<file path="config.mk">
export PLATFORM = sky130hd
export DESIGN_NAME = dm_port_arbiter_flat
export DESIGN_NICKNAME = d
export VERILOG_FILES = /design/src/rtl/dm_port_arbiter_if.sv /design/src/rtl/dm_port_arbiter.sv /design/src/flat_wrapper.sv
export SDC_FILE = /design/constraint.sdc
export NUM_CORES = 1
export LEC_CHECK = 0
export ABC_AREA = 1
export CAP_MARGIN = 10
export CORE_UTILIZATION = 60
export CTS_CLUSTER_SIZE = 8
export DETAILED_ROUTE_END_ITERATION = 8
export DONT_BUFFER_PORTS = 1
export PLACE_DENSITY = 0.72
export SLEW_MARGIN = 5
export SYNTH_ARGS = -nofsm -noshare
export SYNTH_HDL_FRONTEND = slang
export SYNTH_SLANG_ARGS = --single-unit
</file>
<file path="constraint.sdc">
create_clock -name clk -period 3.9 [get_ports clk]
set_clock_uncertainty 0.1 [all_clocks]
set_input_delay 0.78 -clock clk [delete_from_list [all_inputs] [get_ports clk]]
set_output_delay 0.78 -clock clk [all_outputs]
set_load 0.03 [all_outputs]
</file>
<file path="src/rtl/dm_port_arbiter_if.sv">
// Bus bundle for the data-memory port arbiter: two requester ports
// (request/response) plus the memory control/data pins.
// Handshake: a request transfers in a cycle where reqN_valid and reqN_ready
// are both high; the requester holds we/be/addr/wdata stable while valid is
// high and not yet ready, and may drop valid to withdraw the request.
// rspN_valid is a one-cycle completion pulse with no back-pressure.
interface dm_port_arbiter_if #(
  parameter int AW = 16,
  parameter int DW = 32
);
  logic              req0_valid;
  logic              req0_ready;
  logic              req0_we;
  logic [DW/8-1:0]   req0_be;
  logic [AW-1:0]     req0_addr;
  logic [DW-1:0]     req0_wdata;
  logic              rsp0_valid;
  logic [DW-1:0]     rsp0_rdata;

  logic              req1_valid;
  logic              req1_ready;
  logic              req1_we;
  logic [DW/8-1:0]   req1_be;
  logic [AW-1:0]     req1_addr;
  logic [DW-1:0]     req1_wdata;
  logic              rsp1_valid;
  logic [DW-1:0]     rsp1_rdata;

  logic              dm_enable_n;
  logic              dm_write_n;
  logic [AW-1:0]     dm_addr;
  logic [DW-1:0]     dm_wdata;
  logic [DW-1:0]     dm_rdata;

  // Arbiter side.
  modport slave (
    input  req0_valid, req0_we, req0_be, req0_addr, req0_wdata,
    input  req1_valid, req1_we, req1_be, req1_addr, req1_wdata,
    input  dm_rdata,
    output req0_ready, rsp0_valid, rsp0_rdata,
    output req1_ready, rsp1_valid, rsp1_rdata,
    output dm_enable_n, dm_write_n, dm_addr, dm_wdata
  );

  // Requesters and memory side.
  modport master (
    output req0_valid, req0_we, req0_be, req0_addr, req0_wdata,
    output req1_valid, req1_we, req1_be, req1_addr, req1_wdata,
    output dm_rdata,
    input  req0_ready, rsp0_valid, rsp0_rdata,
    input  req1_ready, rsp1_valid, rsp1_rdata,
    input  dm_enable_n, dm_write_n, dm_addr, dm_wdata
  );
endinterface

</file>
<file path="src/rtl/dm_port_arbiter.sv">
// Two-port round-robin arbiter and sequencer for the 64K x 32 data memory.
// Port 0 is the core load/store unit, port 1 the DMA/debug master.
// Loads and full-word stores take one memory cycle; partial stores are
// done as read-modify-write. Memory control outputs are registered and
// forced inactive while rst_n is low so no access leaks out of a reset cycle.
module dm_port_arbiter #(
  parameter int AW = 16,
  parameter int DW = 32
) (
  input  logic               clk,
  input  logic               rst_n,
  dm_port_arbiter_if.slave   bus,
  output logic [1:0]         dbg_state
);

  localparam int BW = DW / 8;

  typedef enum logic [1:0] {
    IDLE   = 2'd0,
    ACC    = 2'd1,
    RMW_RD = 2'd2,
    RMW_WR = 2'd3
  } state_t;

  state_t          state;
  logic            last_grant;

  // Latched request fields of the access in flight.
  logic            lat_we;
  logic [BW-1:0]   lat_be;
  logic [DW-1:0]   lat_wdata;
  logic            lat_port;

  // Registered outputs.
  logic            en_n_q;
  logic            wr_n_q;
  logic [AW-1:0]   addr_q;
  logic [DW-1:0]   wdata_q;
  logic [1:0]      rsp_v_q;
  logic [DW-1:0]   rsp0_rdata_q;
  logic [DW-1:0]   rsp1_rdata_q;

  // Grant decision and selected request fields.
  logic            any_req;
  logic            gnt_port;
  logic            accept;
  logic            sel_we;
  logic [BW-1:0]   sel_be;
  logic [AW-1:0]   sel_addr;
  logic [DW-1:0]   sel_wdata;

  // Per-lane merge: enabled lanes take new data, others keep the old word.
  function automatic logic [DW-1:0] merge_lanes(
    input logic [DW-1:0] old_d,
    input logic [DW-1:0] new_d,
    input logic [BW-1:0] be
  );
    logic [DW-1:0] res;
    res = old_d;
    for (int i = 0; i < BW; i++) begin
      if (be[i]) res[i*8 +: 8] = new_d[i*8 +: 8];
    end
    return res;
  endfunction

  // Round-robin grant in IDLE; a tie goes to the port that did not win last.
  always_comb begin
    any_req  = bus.req0_valid | bus.req1_valid;
    gnt_port = (bus.req0_valid & bus.req1_valid) ? ~last_grant : bus.req1_valid;
    accept   = rst_n & (state == IDLE) & any_req;
    bus.req0_ready = accept & ~gnt_port;
    bus.req1_ready = accept &  gnt_port;
    sel_we    = gnt_port ? bus.req1_we    : bus.req0_we;
    sel_be    = gnt_port ? bus.req1_be    : bus.req0_be;
    sel_addr  = gnt_port ? bus.req1_addr  : bus.req0_addr;
    sel_wdata = gnt_port ? bus.req1_wdata : bus.req0_wdata;
  end

  // Sequencer: accept, drive the memory, merge partial stores, respond.
  always_ff @(posedge clk) begin
    if (!rst_n) begin
      state        <= IDLE;
      last_grant   <= 1'b1;
      lat_we       <= 1'b0;
      lat_be       <= '0;
      lat_wdata    <= '0;
      lat_port     <= 1'b0;
      en_n_q       <= 1'b1;
      wr_n_q       <= 1'b1;
      addr_q       <= '0;
      wdata_q      <= '0;
      rsp_v_q      <= '0;
      rsp0_rdata_q <= '0;
      rsp1_rdata_q <= '0;
    end else begin
      rsp_v_q <= '0;
      case (state)
        IDLE: begin
          if (accept) begin
            lat_we     <= sel_we;
            lat_be     <= sel_be;
            lat_wdata  <= sel_wdata;
            lat_port   <= gnt_port;
            last_grant <= gnt_port;
            if (!sel_we) begin
              state  <= ACC;
              en_n_q <= 1'b0;
              wr_n_q <= 1'b1;
              addr_q <= sel_addr;
            end else if (sel_be == {BW{1'b1}}) begin
              state   <= ACC;
              en_n_q  <= 1'b0;
              wr_n_q  <= 1'b0;
              addr_q  <= sel_addr;
              wdata_q <= sel_wdata;
            end else if (sel_be == '0) begin
              // Empty store: acknowledge without touching the memory.
              state <= ACC;
            end else begin
              state  <= RMW_RD;
              en_n_q <= 1'b0;
              wr_n_q <= 1'b1;
              addr_q <= sel_addr;
            end
          end
        end
        ACC: begin
          state  <= IDLE;
          en_n_q <= 1'b1;
          wr_n_q <= 1'b1;
          rsp_v_q[lat_port] <= 1'b1;
          if (lat_port) rsp1_rdata_q <= lat_we ? '0 : bus.dm_rdata;
          else          rsp0_rdata_q <= lat_we ? '0 : bus.dm_rdata;
        end
        RMW_RD: begin
          // The old word is consumed directly into the merged write data.
          state   <= RMW_WR;
          wr_n_q  <= 1'b0;
          wdata_q <= merge_lanes(bus.dm_rdata, lat_wdata, lat_be);
        end
        RMW_WR: begin
          state  <= IDLE;
          en_n_q <= 1'b1;
          wr_n_q <= 1'b1;
          rsp_v_q[lat_port] <= 1'b1;
          if (lat_port) rsp1_rdata_q <= '0;
          else          rsp0_rdata_q <= '0;
        end
        default: state <= IDLE;
      endcase
    end
  end

  // Output drive; control strobes are held inactive during reset.
  always_comb begin
    bus.dm_enable_n = en_n_q | ~rst_n;
    bus.dm_write_n  = wr_n_q | ~rst_n;
    bus.dm_addr     = addr_q;
    bus.dm_wdata    = wdata_q;
    bus.rsp0_valid  = rsp_v_q[0] & rst_n;
    bus.rsp1_valid  = rsp_v_q[1] & rst_n;
    bus.rsp0_rdata  = rsp0_rdata_q;
    bus.rsp1_rdata  = rsp1_rdata_q;
    dbg_state       = state;
  end

endmodule
</file>
<file path="src/flat_wrapper.sv">
// flat-port wrapper written by rule: the top's interface ports become plain ports
module dm_port_arbiter_flat 
#(
  parameter int AW = 16,
  parameter int DW = 32
)
  (clk, rst_n, dbg_state, bus_req0_valid, bus_req0_we, bus_req0_be, bus_req0_addr, bus_req0_wdata, bus_req1_valid, bus_req1_we, bus_req1_be, bus_req1_addr, bus_req1_wdata, bus_dm_rdata, bus_req0_ready, bus_rsp0_valid, bus_rsp0_rdata, bus_req1_ready, bus_rsp1_valid, bus_rsp1_rdata, bus_dm_enable_n, bus_dm_write_n, bus_dm_addr, bus_dm_wdata);
  dm_port_arbiter_if #(.AW(AW), .DW(DW)) bus_i ();
  input  logic clk;
  input  logic rst_n;
  output logic [1:0] dbg_state;
  input wire logic [$bits(bus_i.req0_valid)-1:0] bus_req0_valid;
  input wire logic [$bits(bus_i.req0_we)-1:0] bus_req0_we;
  input wire logic [$bits(bus_i.req0_be)-1:0] bus_req0_be;
  input wire logic [$bits(bus_i.req0_addr)-1:0] bus_req0_addr;
  input wire logic [$bits(bus_i.req0_wdata)-1:0] bus_req0_wdata;
  input wire logic [$bits(bus_i.req1_valid)-1:0] bus_req1_valid;
  input wire logic [$bits(bus_i.req1_we)-1:0] bus_req1_we;
  input wire logic [$bits(bus_i.req1_be)-1:0] bus_req1_be;
  input wire logic [$bits(bus_i.req1_addr)-1:0] bus_req1_addr;
  input wire logic [$bits(bus_i.req1_wdata)-1:0] bus_req1_wdata;
  input wire logic [$bits(bus_i.dm_rdata)-1:0] bus_dm_rdata;
  output wire logic [$bits(bus_i.req0_ready)-1:0] bus_req0_ready;
  output wire logic [$bits(bus_i.rsp0_valid)-1:0] bus_rsp0_valid;
  output wire logic [$bits(bus_i.rsp0_rdata)-1:0] bus_rsp0_rdata;
  output wire logic [$bits(bus_i.req1_ready)-1:0] bus_req1_ready;
  output wire logic [$bits(bus_i.rsp1_valid)-1:0] bus_rsp1_valid;
  output wire logic [$bits(bus_i.rsp1_rdata)-1:0] bus_rsp1_rdata;
  output wire logic [$bits(bus_i.dm_enable_n)-1:0] bus_dm_enable_n;
  output wire logic [$bits(bus_i.dm_write_n)-1:0] bus_dm_write_n;
  output wire logic [$bits(bus_i.dm_addr)-1:0] bus_dm_addr;
  output wire logic [$bits(bus_i.dm_wdata)-1:0] bus_dm_wdata;
  assign bus_i.req0_valid = bus_req0_valid;
  assign bus_i.req0_we = bus_req0_we;
  assign bus_i.req0_be = bus_req0_be;
  assign bus_i.req0_addr = bus_req0_addr;
  assign bus_i.req0_wdata = bus_req0_wdata;
  assign bus_i.req1_valid = bus_req1_valid;
  assign bus_i.req1_we = bus_req1_we;
  assign bus_i.req1_be = bus_req1_be;
  assign bus_i.req1_addr = bus_req1_addr;
  assign bus_i.req1_wdata = bus_req1_wdata;
  assign bus_i.dm_rdata = bus_dm_rdata;
  assign bus_req0_ready = bus_i.req0_ready;
  assign bus_rsp0_valid = bus_i.rsp0_valid;
  assign bus_rsp0_rdata = bus_i.rsp0_rdata;
  assign bus_req1_ready = bus_i.req1_ready;
  assign bus_rsp1_valid = bus_i.rsp1_valid;
  assign bus_rsp1_rdata = bus_i.rsp1_rdata;
  assign bus_dm_enable_n = bus_i.dm_enable_n;
  assign bus_dm_write_n = bus_i.dm_write_n;
  assign bus_dm_addr = bus_i.dm_addr;
  assign bus_dm_wdata = bus_i.dm_wdata;
  dm_port_arbiter #(.AW(AW), .DW(DW)) u_core (.clk(clk), .rst_n(rst_n), .bus(bus_i), .dbg_state(dbg_state));
endmodule
</file>
Word level (Yosys, flattened, before mapping)
Index checks and enable logic that the tools add are counted.
{ "word_totals": {"ff_bits": 157, "output_inout_bits": 120} }
{ "classes": {"magnitude_cmp": 2, "n_eq_ne": 13, "muxes": 40, "bitwise_logic": 13, "n_reduce_logical": 15} }
{ "op_table": {"columns": ["cell", "n"], "rows": [
  ["$mux 32", 9],
  ["$pmux 32 s2", 3],
  ["$mux 16", 4],
  ["$mux 8", 4],
  ["$reduce_and 3->1", 4],
  ["$mux 1", 11],
  ["$mux 2", 4],
  ["$ne 2x1->1 const B", 4],
  ["$and 1x1->1", 7],
  ["$ne 2x2->1 const B", 3],
  ["$pmux 2 s3", 1],
  ["$reduce_and 2->1", 3],
  ["$reduce_bool 2->1", 3],
  ["$eq 2x2->1 const B", 2],
  ["$eq 4x4->1 const B", 1],
  ["$logic_not 4->1", 1],
  ["$mux 4", 1],
  ["$ne 4x4->1 const B", 1],
  ["$reduce_and 4->1", 1],
  ["$ne 3x3->1 const B", 1],
  ["$not 1->1", 3],
  ["$or 1x1->1", 3],
  ["$pmux 1 s3", 1],
  ["$eq 2x1->1 const B", 1],
  ["7 further kinds", 7]
]} }

Depth between registers and ports, before layout
Gate-level depths: netlist of run 1.
{ "logic_depth": {"depth_word": 9, "ltp_mapped": 12, "ltp_nobuf": 11} }

Worst setup path after synthesis of run 1
OpenSTA, ideal clock, no wires.
{ "synth_timing": {"kind": "input -> output", "start": "input rst_n", "end": "output bus_req1_ready", "t_arrival_ps": 1825, "required_time_ps": 3020, "path_slack_ps": 1195, "path_stages": 6, "n_path_buf": 2, "path_cell_list": "inv_2 nor2_1 nand3b_1 buf_2 buf_1 nor2_1"} }
{ "synth_between": {"elab_chain_cells": 3} }
{ "synth_rtl": {"columns": ["element", "line", "text"], "rows": [
  ["start: declaration", "flat_wrapper.sv:10", "input logic rst_n;"],
  ["$and 1x1->1 (2 in a row)", "dm_port_arbiter.sv:70", "accept = rst_n & (state == IDLE) & any_req;"],
  ["$and 1x1->1", "dm_port_arbiter.sv:72", "bus.req1_ready = accept & gnt_port;"],
  ["end: declaration", "flat_wrapper.sv:26", "output wire logic [$bits(bus_i.req1_ready)-1:0] bus_req1_ready;"]
]} }
No other way between the ends.

Worst setup path in the final report of run 1
{ "layout_timing": {"start": "register u_core.state[0], in the netlist u_core.dbg_state[0]", "end": "output bus_req0_ready"} }
{ "layout_between": {"elab_chain_cells": 4} }
{ "layout_rtl": {"columns": ["element", "line", "text"], "rows": [
  ["start: declaration", "dm_port_arbiter.sv:25", "state_t state;"],
  ["start signal: assignment", "dm_port_arbiter.sv:82", "state <= IDLE;"],
  ["start signal: assignment", "dm_port_arbiter.sv:106", "state <= ACC;"],
  ["start signal: assignment", "dm_port_arbiter.sv:111", "state <= ACC;"],
  ["$logic_not 2->1", "dm_port_arbiter.sv:70", null],
  ["$and 1x1->1 (2 in a row)", "dm_port_arbiter.sv:70", null],
  ["$and 1x1->1", "dm_port_arbiter.sv:71", "bus.req0_ready = accept & ~gnt_port;"],
  ["end: declaration", "flat_wrapper.sv:23", "output wire logic [$bits(bus_i.req0_ready)-1:0] bus_req0_ready;"]
]} }
No other way between the ends.

==> metrics.cfg, run 1 <==
[worst_setup_path]
crit_path_end_kind=output pin
arrival_ps=2120
crit_slowest_cell=a21oi_1
ff2ff_setup_slack_ps=1000
reg2reg_from=u_core.dbg_state[1]$_SDFFE_PN0P_
cp_slowest_stage_delay_ps=570
worst-setup-path-type=flip-flop to output pin
critPathCapture=bus_req0_ready
timing.rr.end=u_core.bus.dm_wdata[11]$_SDFFE_PN0P_
reg2regPathDepth=10
crit_path_max_fanout=12
cp-startpoint=u_core.dbg_state[0]$_SDFFE_PN0P_
cp.required_ps=3020
path_cells=nor2_1 > nand3b_1 > buf_4 > a21oi_1
start_kind=flip-flop

[timing]
fin_tns_setup_ps=0
tightest_slew_ps=718
finalSetupViolations=0
rsz0062_at_grt=no
min_period_ps=3000
setup_slack_ps=898
slew_violations=0
slew_headroom_pct=52.1
finalCritPeriodShare_pct=77.0
fmax_mhz=333
final_hold_viol_count=0

[power_and_ir_drop]
p_total_mw=4.62
power.density_nw_per_um2=563
peakVddDrop_v=0.000377
p_leak_nw=3.81

[yosys]
syn_area_um2=7610
synth_cells=1104
synth_cell_type_count=26
ys_ff_latch=157
syn_nets=1246
ys_seq_area_share_pct=41.3
yosys_warnings=0
async_flop_share_pct=0
synth-edff-count=0
syn_avg_cell_area_um2=6.89
synthFlopType=dfxtp_1

[drt]
dr.pass1.iters=5
ant_nets=0
wl_mm=20.3
drc=0
wl_per_cell_um=16.4
via_per_inst=5.52
drt-initial-drc-count=541
vias=6828

[final_layout]
final_area_um2=8210
final_cell_mix=185 x nand2_1, 163 x inv_1, 157 x dfxtp_1
synthToLayoutAreaGrowth_pct=7.86
drive_above_1_share_pct=7.32
final_nets=1195
layout_commonest_cell=nand2_1

[floorplanning]
initial_core_util_pct=62.3
row_count=40
dieWidth_um=115
ios=262
die-area_um2=13100
die_height_um=115
core-area_um2=12200

[clock_tree]
numCtsBuffers=17
post_cts_buffers=0
clk_latency_ps=420
cts_root_buf=clkbuf_16
tritoncts=yes
cts_hold_buf=0
clock_sinks=157
cts.clk_slew.worst_paths_ps=60
cts_buffer_depth=2
h-tree-depth=4
cts-resized-gates=0

[global_routing]
grtUsageTotal_pct=30.8
grt_pass1_wl_mm=31.5
grt_start_max_net_pins=129
first_global_vias=6052
antenna_found_initial=3
grt.overflow.total=0

[status]
status=finished clean

[placed_design]
place_congestion=0.965
dp_hpwl_mm=13.9
post-place-ws_ps=664
postPlaceCellArea_um2=7550
port_buffers=0

[flow_run]
max_cap_viol_count=0

[worst_hold_path]
hold_path_class=flip-flop to flip-flop

-- worst min path at each step --
stage                                                 start  slack, ps  cells past startpoint                                end
after floorplan                  u_core.wr_n_q$_SDFFE_PN1P_        330                      2         u_core.wr_n_q$_SDFFE_PN1P_
after global placement    u_core.lat_wdata[12]$_SDFFE_PN0P_        350                      2  u_core.lat_wdata[12]$_SDFFE_PN0P_
after detailed placement  u_core.lat_wdata[28]$_SDFFE_PN0P_        350                      2  u_core.lat_wdata[28]$_SDFFE_PN0P_
after CTS                                             rst_n        360                      1         u_core.wr_n_q$_SDFFE_PN1P_
final                      u_core.lat_wdata[7]$_SDFFE_PN0P_        360                      2   u_core.lat_wdata[7]$_SDFFE_PN0P_
after global routing                                  rst_n        360                      1         u_core.wr_n_q$_SDFFE_PN1P_
-- area by class of cell --
class	instances	area, um2
fill	1134	4000
multi-input combinational	692	3450
sequential	157	3140
inverter	175	657
clock buffer	18	439
clock inverter	14	216
tap	168	210
timing repair buffer	10	87.6
antenna	2	5.00
-- layer usage --
layer | routed length, um | global-route usage, %
met1 | 9370 | 42.4
met2 | 8630 | 45.2
met3 | 1910 | 10.1
met4 | 330 | 10.5
met5 | 13 | 0
-- critical path: cells and delay by family, from the launching register on --
family	cells	cell delay, ps
AO/OA/AOI/OAI	1	570
flip-flops	1	500
AND/OR/NAND/NOR	2	430
buffers and inverters	1	200
-- synthesized netlist by cell type (2+ instances only) --
library cell | number | area, um2
nand2_4 | 2 | 22.5
inv_1 | 163 | 612
clkbuf_1 | 36 | 135
buf_1 | 20 | 75.1
nand3_1 | 37 | 185
nand4_1 | 32 | 200
inv_2 | 10 | 37.5
buf_2 | 17 | 85.1
nand2_2 | 3 | 18.8
nor2_1 | 93 | 349
o21ai_1 | 11 | 55.1
buf_6 | 5 | 56.3
nand2_1 | 186 | 698
a21oi_1 | 131 | 656
mux2_2 | 16 | 180
clkinv_1 | 2 | 7.51
o21ai_0 | 114 | 571
dfxtp_1 | 157 | 3140
nand3b_1 | 36 | 270
a211oi_1 | 27 | 203
-- flip-flops by register name, indices dropped and copies added, names as in the netlist --
signal                 flops
u_core.bus.dm_wdata       32
u_core.bus.rsp0_rdata     32
u_core.bus.rsp1_rdata     32
u_core.lat_wdata          32
u_core.bus.dm_addr        16
u_core.lat_be              4
u_core.dbg_state           2
u_core.rsp_v_q             2
u_core.en_n_q              1
u_core.last_grant          1
u_core.lat_port            1
u_core.lat_we              1
u_core.wr_n_q              1
-- through the flow --
step	instances	util, %	hold slack [ps]
2_1_floorplan	1104	-	334
3_3_place_gp	1202	61.8	349
3_5_place_dp	1202	61.8	353
4_1_cts	1234	67.2	357
5_1_grt	1234	67.2	364
6_report	1236	67.2	361
-- power breakdown --
part / leakage, nW / internal [mW] / total, mW / switching, mW
logic: 2.22 / 0.234 / 0.715 / 0.481
registers: 1.28 / 1.76 / 2.08 / 0.312
clock network: 0.309 / 1.15 / 1.83 / 0.680
-- cells by family after synthesis --
group / synth area share, %
buf+inv: 13.4
simple gates: 23.3
compound gates: 19.6
mux: 2.37
flops: 41.3
Power figures use the tool's default switching activity.
==> run 2: changes to the inputs <==
- CORE_UTILIZATION: 60 -> 57
- PLACE_DENSITY: 0.72 -> 0.71
- clock period: 3.9 -> 2.7 ns (I/O delays scaled with it)
==> run 2 against run 1 <==
Net effect: final cell count is 1.1% higher; sequential power is 43% higher; register-to-register slack worse by 440 ps; clock power is 31% higher; critical path type unchanged; largest cell class unchanged.
==> metrics.cfg, run 2 (synthesis gave the netlist of run 1 again) <==
[worst_setup_path]
cp.required_ps=2060  ; -960 ps
crit_path_end_kind=output pin
crit_path_max_fanout=22  ; +10
start_kind=flip-flop
worst-setup-path-type=flip-flop to output pin
arrival_ps=1760  ; -360 ps

[global_routing]
antenna_found_initial=2  ; -1
grt_util_met2_pct=42.6  ; -2.6 points
grtUsageMet3_pct=10.2  ; +0.12 points
first_global_vias=6062  ; +0.17%
grtUsageTotal_pct=29.8  ; -0.95 points
grt_pass1_wl_mm=32.8  ; +4.1%
busiest_layer=met2
grt_start_max_net_pins=129  ; unchanged
grt.overflow.total=0  ; unchanged
met1_usage_pct=41.0  ; -1.3 points

[placed_design]
postPlaceCellArea_um2=7620  ; +0.90%
post-place-ws_ps=350  ; -314 ps
place_congestion=0.930  ; -3.6%
port_buffers=0  ; unchanged
dp_hpwl_mm=14.5  ; +3.8%
dp.cells=1216  ; +1.2%

[timing]
fin_tns_setup_ps=0  ; unchanged
min_period_ps=2400
slew_violations=0  ; unchanged
finalSetupViolations=0  ; unchanged
rsz0062_at_grt=no
tightest_slew_ps=577  ; -141 ps
finalCritPeriodShare_pct=88.9
final_hold_viol_count=0  ; unchanged
fmax_mhz=417
setup_slack_ps=299  ; -599 ps
hold_ws_ps=118  ; -242 ps
slew_headroom_pct=61.5  ; +9.3 points

[drt]
wl_per_cell_um=16.8  ; +2.4%
via_per_inst=5.49  ; -0.64%
drt-initial-drc-count=594  ; +9.8%
dr.pass1.iters=5  ; unchanged
vias=6856  ; +0.41%
wl_mm=21.0  ; +3.5%
ant_nets=0  ; unchanged
drc=0  ; unchanged

[final_layout]
synthToLayoutAreaGrowth_pct=7.87  ; about the same
layout_commonest_cell=nand2_1
final_cell_mix=185 x nand2_1, 163 x inv_1, 157 x dfxtp_1
final_area_um2=8210  ; about the same
final_util_pct=64.0  ; -3.2 points
final_nets=1205  ; +0.84%
drive_above_1_share_pct=8.09  ; +0.78 points
layoutNonFillerInstCount=1249  ; +1.1%

[clock_tree]
cts_hold_buf=0  ; unchanged
cts.clk_slew.worst_paths_ps=60  ; about the same
cts_buffer_depth=2  ; unchanged
clock_sinks=157  ; unchanged
h-tree-depth=4  ; unchanged
tritoncts=yes
numCtsBuffers=17  ; unchanged
clk_latency_ps=420  ; about the same
cts-resized-gates=0  ; unchanged
post_cts_buffers=0  ; unchanged
cts_root_buf=clkbuf_16

[power_and_ir_drop]
pwr-share-seq_pct=46.2  ; +1.3 points
power_frac_clock_pct=37.2  ; -2.5 points
swShare_pct=33.1  ; +1.3 points
peakVddDrop_v=0.000471  ; +25%
power.density_nw_per_um2=786  ; +40%
p_leak_nw=3.83  ; +0.42%
power_switching_mw=2.14  ; +45%
p_int_mw=4.32  ; +37%
p_comb_share_pct=16.6  ; +1.1 points
p_total_mw=6.46  ; +40%

[floorplanning]
core-area_um2=12800  ; +5.0%
initial_core_util_pct=59.3  ; -3.0 points
ios=262  ; unchanged
row_count=41  ; +2.5%
die_height_um=118  ; +2.6%
dieWidth_um=118  ; +2.6%
die-area_um2=13800  ; +5.2%

[status]
status=finished clean

[flow_run]
max_cap_viol_count=0  ; unchanged

[worst_hold_path]
hold_path_class=input port to flip-flop

run 2: path summary, 6_finish.rpt:
check	slack, ps	to	startpoint	cells past startpoint
max	300	bus_req0_ready	u_core.dbg_state[1]$_SDFFE_PN0P_	6
min	120	u_core.wr_n_q$_SDFFE_PN1P_	rst_n	1
max reg2reg	560	u_core.bus.dm_addr[6]$_SDFFE_PN0P_	u_core.dbg_state[1]$_SDFFE_PN0P_	9
min reg2reg	360	u_core.lat_wdata[8]$_SDFFE_PN0P_	u_core.lat_wdata[8]$_SDFFE_PN0P_	2
run 2: cell type report:
class / count / area (um2)
Fill cell: 1224 / 4610
Multi-Input combinational cell: 692 / 3450
Sequential cell: 157 / 3140
Inverter: 175 / 657
Clock buffer: 19 / 453
Tap cell: 172 / 215
Timing Repair Buffer: 20 / 150
Clock inverter: 12 / 136
Antenna cell: 2 / 5.00
run 2: worst max-delay path, stage by stage (launching register included):
cell	delay, ps
dfxtp_1	290
buf_4	190
inv_1	140
nand3b_1	140
buf_4	250
a21oi_1	140
buf_4	180
run 2: power groups by stage:
stage | sequential, mW | clock, mW | combinational, mW
after global placement | 3.03 | 0 | 1.04
after detailed placement | 3.03 | 0 | 1.06
after CTS | 2.98 | 2.42 | 1.07
final | 2.98 | 2.40 | 1.07
after floorplan | 2.98 | 0 | 0.914
after global routing | 3.01 | 2.52 | 1.23
run 2: metal layers:
layer / vias up / routed length (um)
li1: 3494 / -
met1: 3023 / 9140
met2: 302 / 9000
met3: 37 / 2290
met4: 0 / 535
met5: - / 0
==> run 3: changes to the inputs <==
- SETUP_SLACK_MARGIN: unset -> 0.4
==> run 3 against run 2 <==
Net effect: core utilization is 0.92 points higher; sequential share of layout area shrank 0.54 points; clock-buffer cell count stayed put; register-to-register slack worse by 20 ps; die area is the same; first-iteration DRC count decreased by 0.51%; via count is 1.3% higher; sequential cell count unchanged; wire length increased by 1.3%.
==> metrics.cfg, run 3 (synthesis gave the netlist of run 1 again) <==
[placed_design]
post-place-ws_ps=350  ; unchanged
place_congestion=0.930  ; unchanged
port_buffers=0  ; unchanged
dp.cells=1216  ; unchanged
dp_hpwl_mm=14.5  ; unchanged

[final_layout]
regArea_um2=3140  ; unchanged
fillers=1207  ; -1.4%
drive_above_1_share_pct=8.96  ; +0.86 points
final_nets=1213  ; +0.66%
layoutNonFillerInstCount=1257  ; +0.64%
final_cell_mix=185 x nand2_1, 162 x inv_1, 157 x dfxtp_1
layout_commonest_cell=nand2_1
synthToLayoutAreaGrowth_pct=9.42
multi_input_area_um2=3480  ; +0.73%

[timing]
setup_slack_ps=404  ; +105 ps
final_hold_viol_count=0  ; unchanged
finalCritPeriodShare_pct=85.0  ; -3.9 points
min_period_ps=2300  ; -105 ps
hold_ws_ps=146  ; +27.5 ps
finalSetupViolations=0  ; unchanged
slew_headroom_pct=61.8  ; +0.29 points
rsz0062_at_grt=yes
fmax_mhz=436  ; +4.6%
fin_tns_setup_ps=0  ; unchanged
slew_violations=0  ; unchanged
tightest_slew_ps=573  ; -4.40 ps

[global_routing]
grtUsageTotal_pct=29.8  ; unchanged
grt_pass1_wl_mm=32.8  ; unchanged
grt.overflow.total=0  ; unchanged
antenna_found_initial=2  ; unchanged
grt_start_max_net_pins=129  ; unchanged
first_global_vias=6062  ; unchanged

[clock_tree]
numCtsBuffers=17  ; unchanged
cts_buffer_depth=2  ; unchanged
h-tree-depth=4  ; unchanged
clk_latency_ps=420  ; about the same
cts_hold_buf=0  ; unchanged
tritoncts=yes
clock_sinks=157  ; unchanged
cts_root_buf=clkbuf_16
cts.clk_slew.worst_paths_ps=60  ; about the same

[worst_setup_path]
timing.rr.end=u_core.bus.dm_addr[6]$_SDFFE_PN0P_
crit_path_max_fanout=8  ; -64%
reg2reg_from=u_core.dbg_state[0]$_SDFFE_PN0P_
reg2regPathDepth=9  ; unchanged
worst-setup-path-type=flip-flop to output pin
start_kind=flip-flop
ff2ff_setup_slack_ps=540  ; -20 ps
crit_path_end_kind=output pin
cp.required_ps=2060  ; about the same
arrival_ps=1660  ; -100 ps

[drt]
wl_mm=21.2  ; +1.3%
dr.pass1.iters=5  ; unchanged
drc=0  ; unchanged
vias=6943  ; +1.3%
via_per_inst=5.52  ; +0.62%
drt-initial-drc-count=591  ; -0.51%
wl_per_cell_um=16.9  ; +0.70%
ant_nets=0  ; unchanged

[floorplanning]
die_height_um=118  ; unchanged
initial_core_util_pct=59.3  ; unchanged
dieWidth_um=118  ; unchanged
ios=262  ; unchanged
die-area_um2=13800  ; unchanged
row_count=41  ; unchanged
core-area_um2=12800  ; unchanged

[worst_hold_path]
hold_depth=1  ; unchanged
hold_path_class=input port to flip-flop
hold_start=rst_n
whs_endpoint=u_core.wr_n_q$_SDFFE_PN1P_

[power_and_ir_drop]
swShare_pct=33.1  ; about the same
peakVddDrop_v=0.000472  ; +0.27%
pwr-share-seq_pct=45.9  ; -0.3 points
p_comb_share_pct=17.3  ; +0.7 points
power_frac_clock_pct=36.8  ; -0.4 points
power_switching_mw=2.16  ; +0.69%
p_leak_nw=3.88  ; +1.4%
p_int_mw=4.35  ; +0.73%
power.density_nw_per_um2=781  ; -0.71%

[flow_run]
max_cap_viol_count=0  ; unchanged

[status]
status=finished clean

-- run 3: stage by stage --
stage / util (%) / instance area, um2 / total power, mW
after floorplan: - / 7610 / 3.89
after global placement: 59.4 / 7620 / 4.07
after detailed placement: 59.4 / 7620 / 4.09
after CTS: 64.0 / 8210 / 6.48
after global routing: 64.9 / 8330 / 6.81
final: 64.9 / 8330 / 6.50
-- run 3: worst max-delay path by stage --
stage,slack [ps],from,endpoint
after floorplan,480,rst_n,bus_req1_ready
after global placement,420,bus_req0_valid,u_core.bus.dm_wdata[8]$_SDFFE_PN0P_
after detailed placement,350,bus_req0_valid,u_core.bus.dm_wdata[20]$_SDFFE_PN0P_
after CTS,370,u_core.dbg_state[0]$_SDFFE_PN0P_,bus_req0_ready
after global routing,350,u_core.dbg_state[0]$_SDFFE_PN0P_,bus_req0_ready
final,400,u_core.dbg_state[0]$_SDFFE_PN0P_,bus_req0_ready
-- run 3: timing repair --
item                                   in CTS  in global routing
buffers inserted                            0                  6
setup endpoints to repair                   2                 34
gates resized for setup                     3                  7
endpoints found under the hold margin       0                  0
gates cloned                                0                  2
-- run 3: critical path, cell delays in order, from the launching register on --
cell and delay (ps):
dfxtp_1 320, nor2_2 180, nand3b_1 220, buf_12 210, a21oi_1 120, buf_4 180
-- run 3: area by class of cell --
cell class                 count  share of cell area [%]
clock buffer                  19                    5.44
timing repair buffer          27                    2.88
inverter                     175                    7.92
clock inverter                12                    1.64
tap                          172                    2.58
sequential                   157                    37.7
antenna                        2                  0.0601
multi-input combinational    693                    41.7
-- run 3: metal layers --
layer	global-route usage [%]	part of all wire (%)	vias to the layer above
met5	0	0	-
met4	11.9	2.4	0
met3	10.2	10	35
met2	42.6	43	304
met1	41.0	44	3096
li1	-	-	3508
-- run 3: power groups by stage --
stage                     logic (mW)  registers, mW  clock network (mW)
final                           1.12           2.99                2.39
after global routing            1.28           3.01                2.52
after CTS                       1.07           2.98                2.42
after detailed placement        1.06           3.03                   0
after global placement          1.04           3.03                   0
after floorplan                0.914           2.98                   0
